<file path="config.mk">
export PLATFORM = sky130hd
export DESIGN_NAME = reg_share_arbiter
export DESIGN_NICKNAME = d
export VERILOG_FILES = /design/src/rtl/reg_share_arbiter.sv
export SDC_FILE = /design/constraint.sdc
export NUM_CORES = 1
export LEC_CHECK = 0
export CAP_MARGIN = 10
export CORE_ASPECT_RATIO = 0.75
export CORE_MARGIN = 2
export CORE_UTILIZATION = 45
export CTS_BUF_LIST = sky130_fd_sc_hd__clkbuf_2 sky130_fd_sc_hd__clkbuf_4 sky130_fd_sc_hd__clkbuf_8
export CTS_CLUSTER_DIAMETER = 80
export DETAILED_ROUTE_END_ITERATION = 10
export DONT_BUFFER_PORTS = 1
export MAX_ROUTING_LAYER = met4
export SYNTH_ARGS = -nofsm -noshare
export SYNTH_HDL_FRONTEND = slang
export SYNTH_SLANG_ARGS = --single-unit
</file>
<file path="constraint.sdc">
create_clock -name CLK -period 2.1 [get_ports CLK]
set_clock_uncertainty 0.15 [all_clocks]
set_input_delay 0.21 -clock CLK [delete_from_list [all_inputs] [get_ports CLK]]
set_output_delay 0.21 -clock CLK [all_outputs]
set_load 0.03 [all_outputs]
</file>
<file path="src/rtl/reg_share_arbiter.sv">
// Two-requester arbiter guarding one shared WIDTH-bit register.
// Round-robin on contention, bounded hold while the other side waits.
module reg_share_arbiter #(
  parameter int WIDTH    = 8,
  parameter int HOLD_MAX = 4
) (
  input  logic             CLK,
  input  logic             RST,
  input  logic [1:0]       REQ,
  input  logic [1:0]       WE,
  input  logic [WIDTH-1:0] D0,
  input  logic [WIDTH-1:0] D1,
  output logic [1:0]       GNT,
  output logic [WIDTH-1:0] Q,
  output logic             BUSY,
  output logic             OWNER,
  output logic             WR_STB
);

  localparam logic [3:0] CNT_TOP = 4'(HOLD_MAX - 1);

  typedef enum logic [1:0] {IDLE, GRANT0, GRANT1} state_t;

  state_t           state, state_nxt;
  logic             last, last_nxt;
  logic [3:0]       cnt, cnt_nxt;
  logic             wr_en;
  logic [WIDTH-1:0] wr_data;

  always_ff @(posedge CLK) begin
    if (RST) begin
      state  <= IDLE;
      last   <= 1'b1;
      cnt    <= '0;
      Q      <= '0;
      WR_STB <= 1'b0;
    end else begin
      state  <= state_nxt;
      last   <= last_nxt;
      cnt    <= cnt_nxt;
      WR_STB <= wr_en;
      if (wr_en) Q <= wr_data;
    end
  end

  always_comb begin
    state_nxt = state;
    case (state)
      IDLE: begin
        case (REQ)
          2'b01:   state_nxt = GRANT0;
          2'b10:   state_nxt = GRANT1;
          2'b11:   state_nxt = last ? GRANT0 : GRANT1;
          default: state_nxt = IDLE;
        endcase
      end
      // Release is tested first so it wins over hold expiry.
      GRANT0: begin
        if (!REQ[0])                   state_nxt = REQ[1] ? GRANT1 : IDLE;
        else if (cnt == CNT_TOP && REQ[1]) state_nxt = GRANT1;
      end
      GRANT1: begin
        if (!REQ[1])                   state_nxt = REQ[0] ? GRANT0 : IDLE;
        else if (cnt == CNT_TOP && REQ[0]) state_nxt = GRANT0;
      end
      default: state_nxt = IDLE;
    endcase
  end

  always_comb begin
    last_nxt = last;
    if (state_nxt != state && state_nxt == GRANT0) last_nxt = 1'b0;
    if (state_nxt != state && state_nxt == GRANT1) last_nxt = 1'b1;
  end

  // Saturating hold counter; a lone requester never expires.
  always_comb begin
    cnt_nxt = cnt;
    if (state_nxt != state || state_nxt == IDLE) cnt_nxt = '0;
    else if (cnt != CNT_TOP)                     cnt_nxt = cnt + 4'd1;
  end

  assign GNT   = {state == GRANT1, state == GRANT0};
  assign BUSY  = GNT[0] | GNT[1];
  assign OWNER = (state == GRANT1);

  // Write qualified by the pre-edge grant: a switching edge writes for the outgoing owner.
  assign wr_en   = (GNT[0] & WE[0]) | (GNT[1] & WE[1]);
  assign wr_data = GNT[1] ? D1 : D0;

endmodule

</file>
# After elaboration in Yosys (flattened, before gate mapping)
# Cells that the tools add are included.
# totals
regBits	16
inputBits	22
out_inout_bits	13
wordCells	39
# op_classes
add_sub_neg	1
n_eq_ne	10
n_mux	10
bitwise_logic	4
n_reduce_logical	9
# op_table
operator	n
two-way mux 2 bit	6
one-hot mux 2 bit (3 select lines)	2
== test 2 bit, second input constant	4
two-way mux 8 bit	1
== test 2 x 1 -> 1 bit, second input constant	3
adder 4 x 1 -> 4 bit, second input constant	1
== test 4 x 2 -> 1 bit, second input constant	1
logical AND 1 bit	4
logical NOT 2 bit	2
inequality test 4 x 2 -> 1 bit, second input constant	1
OR reduction 2 bit	2
AND 1 bit	2
inequality test 2 bit	1
OR 1 bit	2
logical OR 1 bit	1
two-way mux 1 bit	1

# Depth between registers and ports, before layout
# logic_depth
ltp_word	8
depth_mapped	8
mapped_depth_nobuf	7

# Worst setup path after synthesis
# No wires, ideal clock.
# synth_timing
path_type	register -> register
from	register state[0]
to	register Q[4]
setup_time_ns	0.086
t_arrival_ns	2.004
required_ns	1.864
setup_slack_ns	-0.140
path_stages_with_launch	9
path_buffers	3
period_less_slack_ns	2.240
path_cell_list	dfxtp_1 inv_1 ha_1 buf_2 a22o_1 clkbuf_1 buf_2 nor2_1 a211oi_1
# synth_via
elab_chain_len	3
elab_cells_between_ends	6
classes_between	eq/ne: 2; mux: 1; bitwise: 3
# synth_lines
element	line_no	source
start: declaration	24	state_t state, state_nxt;
start signal: assignment	38	state <= state_nxt;
== test 2 bit *	-	
named net OWNER	16	output logic OWNER,
AND 1 bit	88	assign wr_en = (GNT[0] & WE[0]) | (GNT[1] & WE[1]);
OR 1 bit	88	
end signal: assignment	42	if (wr_en) Q <= wr_data;
end: declaration	14	output logic [WIDTH-1:0] Q,
# Mark *: on every way through the listed nets, which the timed path passes. The rest lies on a longest branch.
# A chain may end at the register's enable or synchronous reset.

# Worst setup path in the final report
# layout_timing
from	register state[0]
to	register last
# layout_via
elab_chain_len	6
elab_cells_between_ends	14
classes_between	eq/ne: 5; mux: 5; reduce/logical: 4
# layout_lines
element	line_no	source
two-way mux 2 bit (on tied branches)	64, 60	
two-way mux 2 bit (on tied branches)	63, 59	
one-hot mux 2 bit (3 select lines)	48	case (state)
inequality test 2 bit / == test 2 bit (equally long branches)	72, 73	
logical AND 1 bit	73	if (state_nxt != state && state_nxt == GRANT1) last_nxt = 1'b1;
OR reduction 2 bit (no source line)	-	
end signal: assignment	39	last <= last_nxt;
end: declaration	25	logic last, last_nxt;
# Several ways; a longest one is shown, not always the timed one.

==> flow_metrics.env <==
export IMPL_synth_cell_type_count=35
export IMPL_grt_start_max_net_pins=18
export IMPL_status="complete, no violations"
export IMPL_drv_cap=0
export IMPL_first_pass_iters=4
export IMPL_num_vias=782
export IMPL_async_flop_share_pct=0
export IMPL_drv_slew=0
export IMPL_nNetsFinal=135
export IMPL_grt_pass1_wl_um=3230
export IMPL_synthCells=93
export IMPL_critPathMaxFanout=6
export IMPL_routedWlPerCell_um=16.5
export IMPL_core_area_um2=1980
export IMPL_final_cell_mix="15 x dfxtp_1, 13 x nor2_1, 10 x buf_4"
export IMPL_path_clk_slew_ps=100
export IMPL_cp_end_kind="flip-flop"
export IMPL_antenna_found_initial=0
export IMPL_die_h_um=43.3
export IMPL_via_per_inst=5.97
export IMPL_cp_required_ps=2130
export IMPL_totalWireLength_um=2160
export IMPL_synth_area_top_cells="dfxtp_1 35%, mux2i_1 9.7%, a211oi_1 8.1%, ha_1 6.8%, nor2_1 5.3%"
export IMPL_yosys_register_bits=16
export IMPL_yosysWarnings=0
export IMPL_drc=0
export IMPL_dp_hpwl_um=1520
export IMPL_multi_input_area_um2=618
export IMPL_grt_pass1_vias=701
export IMPL_gp_congestion=0.815
export IMPL_cts_tree="done"
export IMPL_io_buffers=0
export IMPL_setup_viol=0
export IMPL_power_density_nw_per_um2=772
export IMPL_synth_edf_count=0
export IMPL_clock_sinks=16
export IMPL_crit_path_start_kind="flip-flop"
export IMPL_syn_to_final_growth_pct=23.0
export IMPL_fmax_mhz=496
export IMPL_start_util_pct=46.8
export IMPL_min_path_type="in2reg"
export IMPL_syn_nets=120
export IMPL_grt_usage_pct=18.0
export IMPL_max_slew_margin_pct=65.2
export IMPL_worstMarginPinSlew_ps=520
export IMPL_die_area_um2=2440
export IMPL_min_period_ps=2020
export IMPL_clk_path_buf_depth=2
export IMPL_path_class="reg2reg"
export IMPL_n_fill_cell=180
export IMPL_dpl_cell_area_um2=1000
export IMPL_fin_crit_sh_pct=96.1
export IMPL_die_width_um=56.4
export IMPL_drt_first_iter_violations=14
export IMPL_holdWs_ps=1.43
export IMPL_cts_buffers=3
export IMPL_synth_top_area_share_pct=34.6
export IMPL_grt_overflow_total=0
export IMPL_stdcell_area_um2=1140
export IMPL_synth_cell_area_um2=926
export IMPL_rows=14
export IMPL_drive_gt1_share_pct=26.2
export IMPL_synth_largest_area_cell="dfxtp_1"
export IMPL_clkLatencyLatePin_ps=290
export IMPL_ys_flop_type="dfxtp_1"
export IMPL_ir_drop_mv=0.477
export IMPL_worst_ep_arrival_time_ps=2050
export IMPL_cts_root_buf="clkbuf_4"
export IMPL_hold_violations=0
export IMPL_antenna_cells=0
export IMPL_ys_seq_area_share_pct=34.6
export IMPL_ioPinCount=35
export IMPL_p_leak_nw=0.405
export IMPL_postSynthAreaPerCell_um2=9.96
export IMPL_ant_nets=0
export IMPL_regArea_um2=322
export IMPL_cts_max_level=1
export IMPL_mostFrequentLayoutCell="dfxtp_1"
==> synthesized netlist by cell type (2+ instances only) <==
master and n:
and2_1 2, nor2_1 13, inv_1 2, nand2_1 2, buf_2 2, nand3_1 2, a211oi_1 10, dfxtp_1 16
ha_1 5, mux2i_1 9, nor2b_1 2, clkbuf_1 2, xor2_1 2, o21ai_0 2, a31o_1 2
==> repair_timing <==
action                                  in CTS  in global routing
gates resized for setup                      0                  7
endpoints found under the setup margin       0                 13
hold endpoints to repair                    12                  1
hold buffers                                 4                  1
buffers inserted                             0                  1
==> logic make-up (layout without fill, tap and decap cells) <==
group	after synthesis	after routing	share of synthesized area (%)
AND/OR/NAND/NOR	30	30	18.8
AO/OA/AOI/OAI	23	23	23.5
flip-flops	16	16	34.6
multiplexers	10	10	10.9
buffers and inverters	7	21	3.51
adder cells (fa/ha/maj)	5	5	6.76
XOR/XNOR	2	2	1.89
==> worst max-delay path, cell delays in order (launching register included) <==
cell	delay (ps)
dfxtp_2	340
buf_4	140
ha_2	180
buf_4	180
nand4b_1	230
a311oi_4	410
nand3b_1	150
o31a_1	130
==> per-layer routing <==
metal | routed length [um] | GRT usage, %
met5 | 0 | -
met4 | 4 | 1.43
met3 | 168 | 6.71
met2 | 996 | 27.1
met1 | 992 | 24.2
==> power by group <==
group	switching, mW	total [mW]	internal, mW
Clock	0.101	0.207	0.106
Sequential	0.0622	0.398	0.336
Combinational	0.156	0.273	0.117
Total	0.320	0.878	0.559
==> through the flow <==
step                std cells  setup slack (ps)  util [%]  setup TNS (ps)  total power, mW
floorplan                  93             0.688         -               0            0.589
global placement          121               127      50.7               0            0.635
detailed placement        121              77.8      50.7               0            0.640
CTS                       129              74.7      54.6               0            0.854
global route              131             -17.4      57.5           -52.0            0.920
finish                    131              81.9      57.5               0            0.878
==> area by class of cell <==
type | instances | area share, %
clock buffers | 4 | 3.19
inverters | 2 | 0.659
multi-input cells | 70 | 54.3
flip-flops and latches | 16 | 28.2
well taps | 24 | 2.64
repair buffers | 15 | 11.0
==> path summary, 6_finish.rpt <==
kind	end	start	slack (ps)	depth (start not counted)
setup / recovery	last	state[0]	80	7
hold / removal	Q[4]	D0[4]	1	2
setup reg to reg	last	state[0]	80	7
hold reg to reg	cnt[1]	cnt[1]	400	2
==> registers in the layout (all words and copies together) (netlist names) <==
signal / flops
Q: 8
last: 1
state: 2
WR_STB: 1
cnt: 4
No activity file was read; power rests on OpenSTA's default activity.
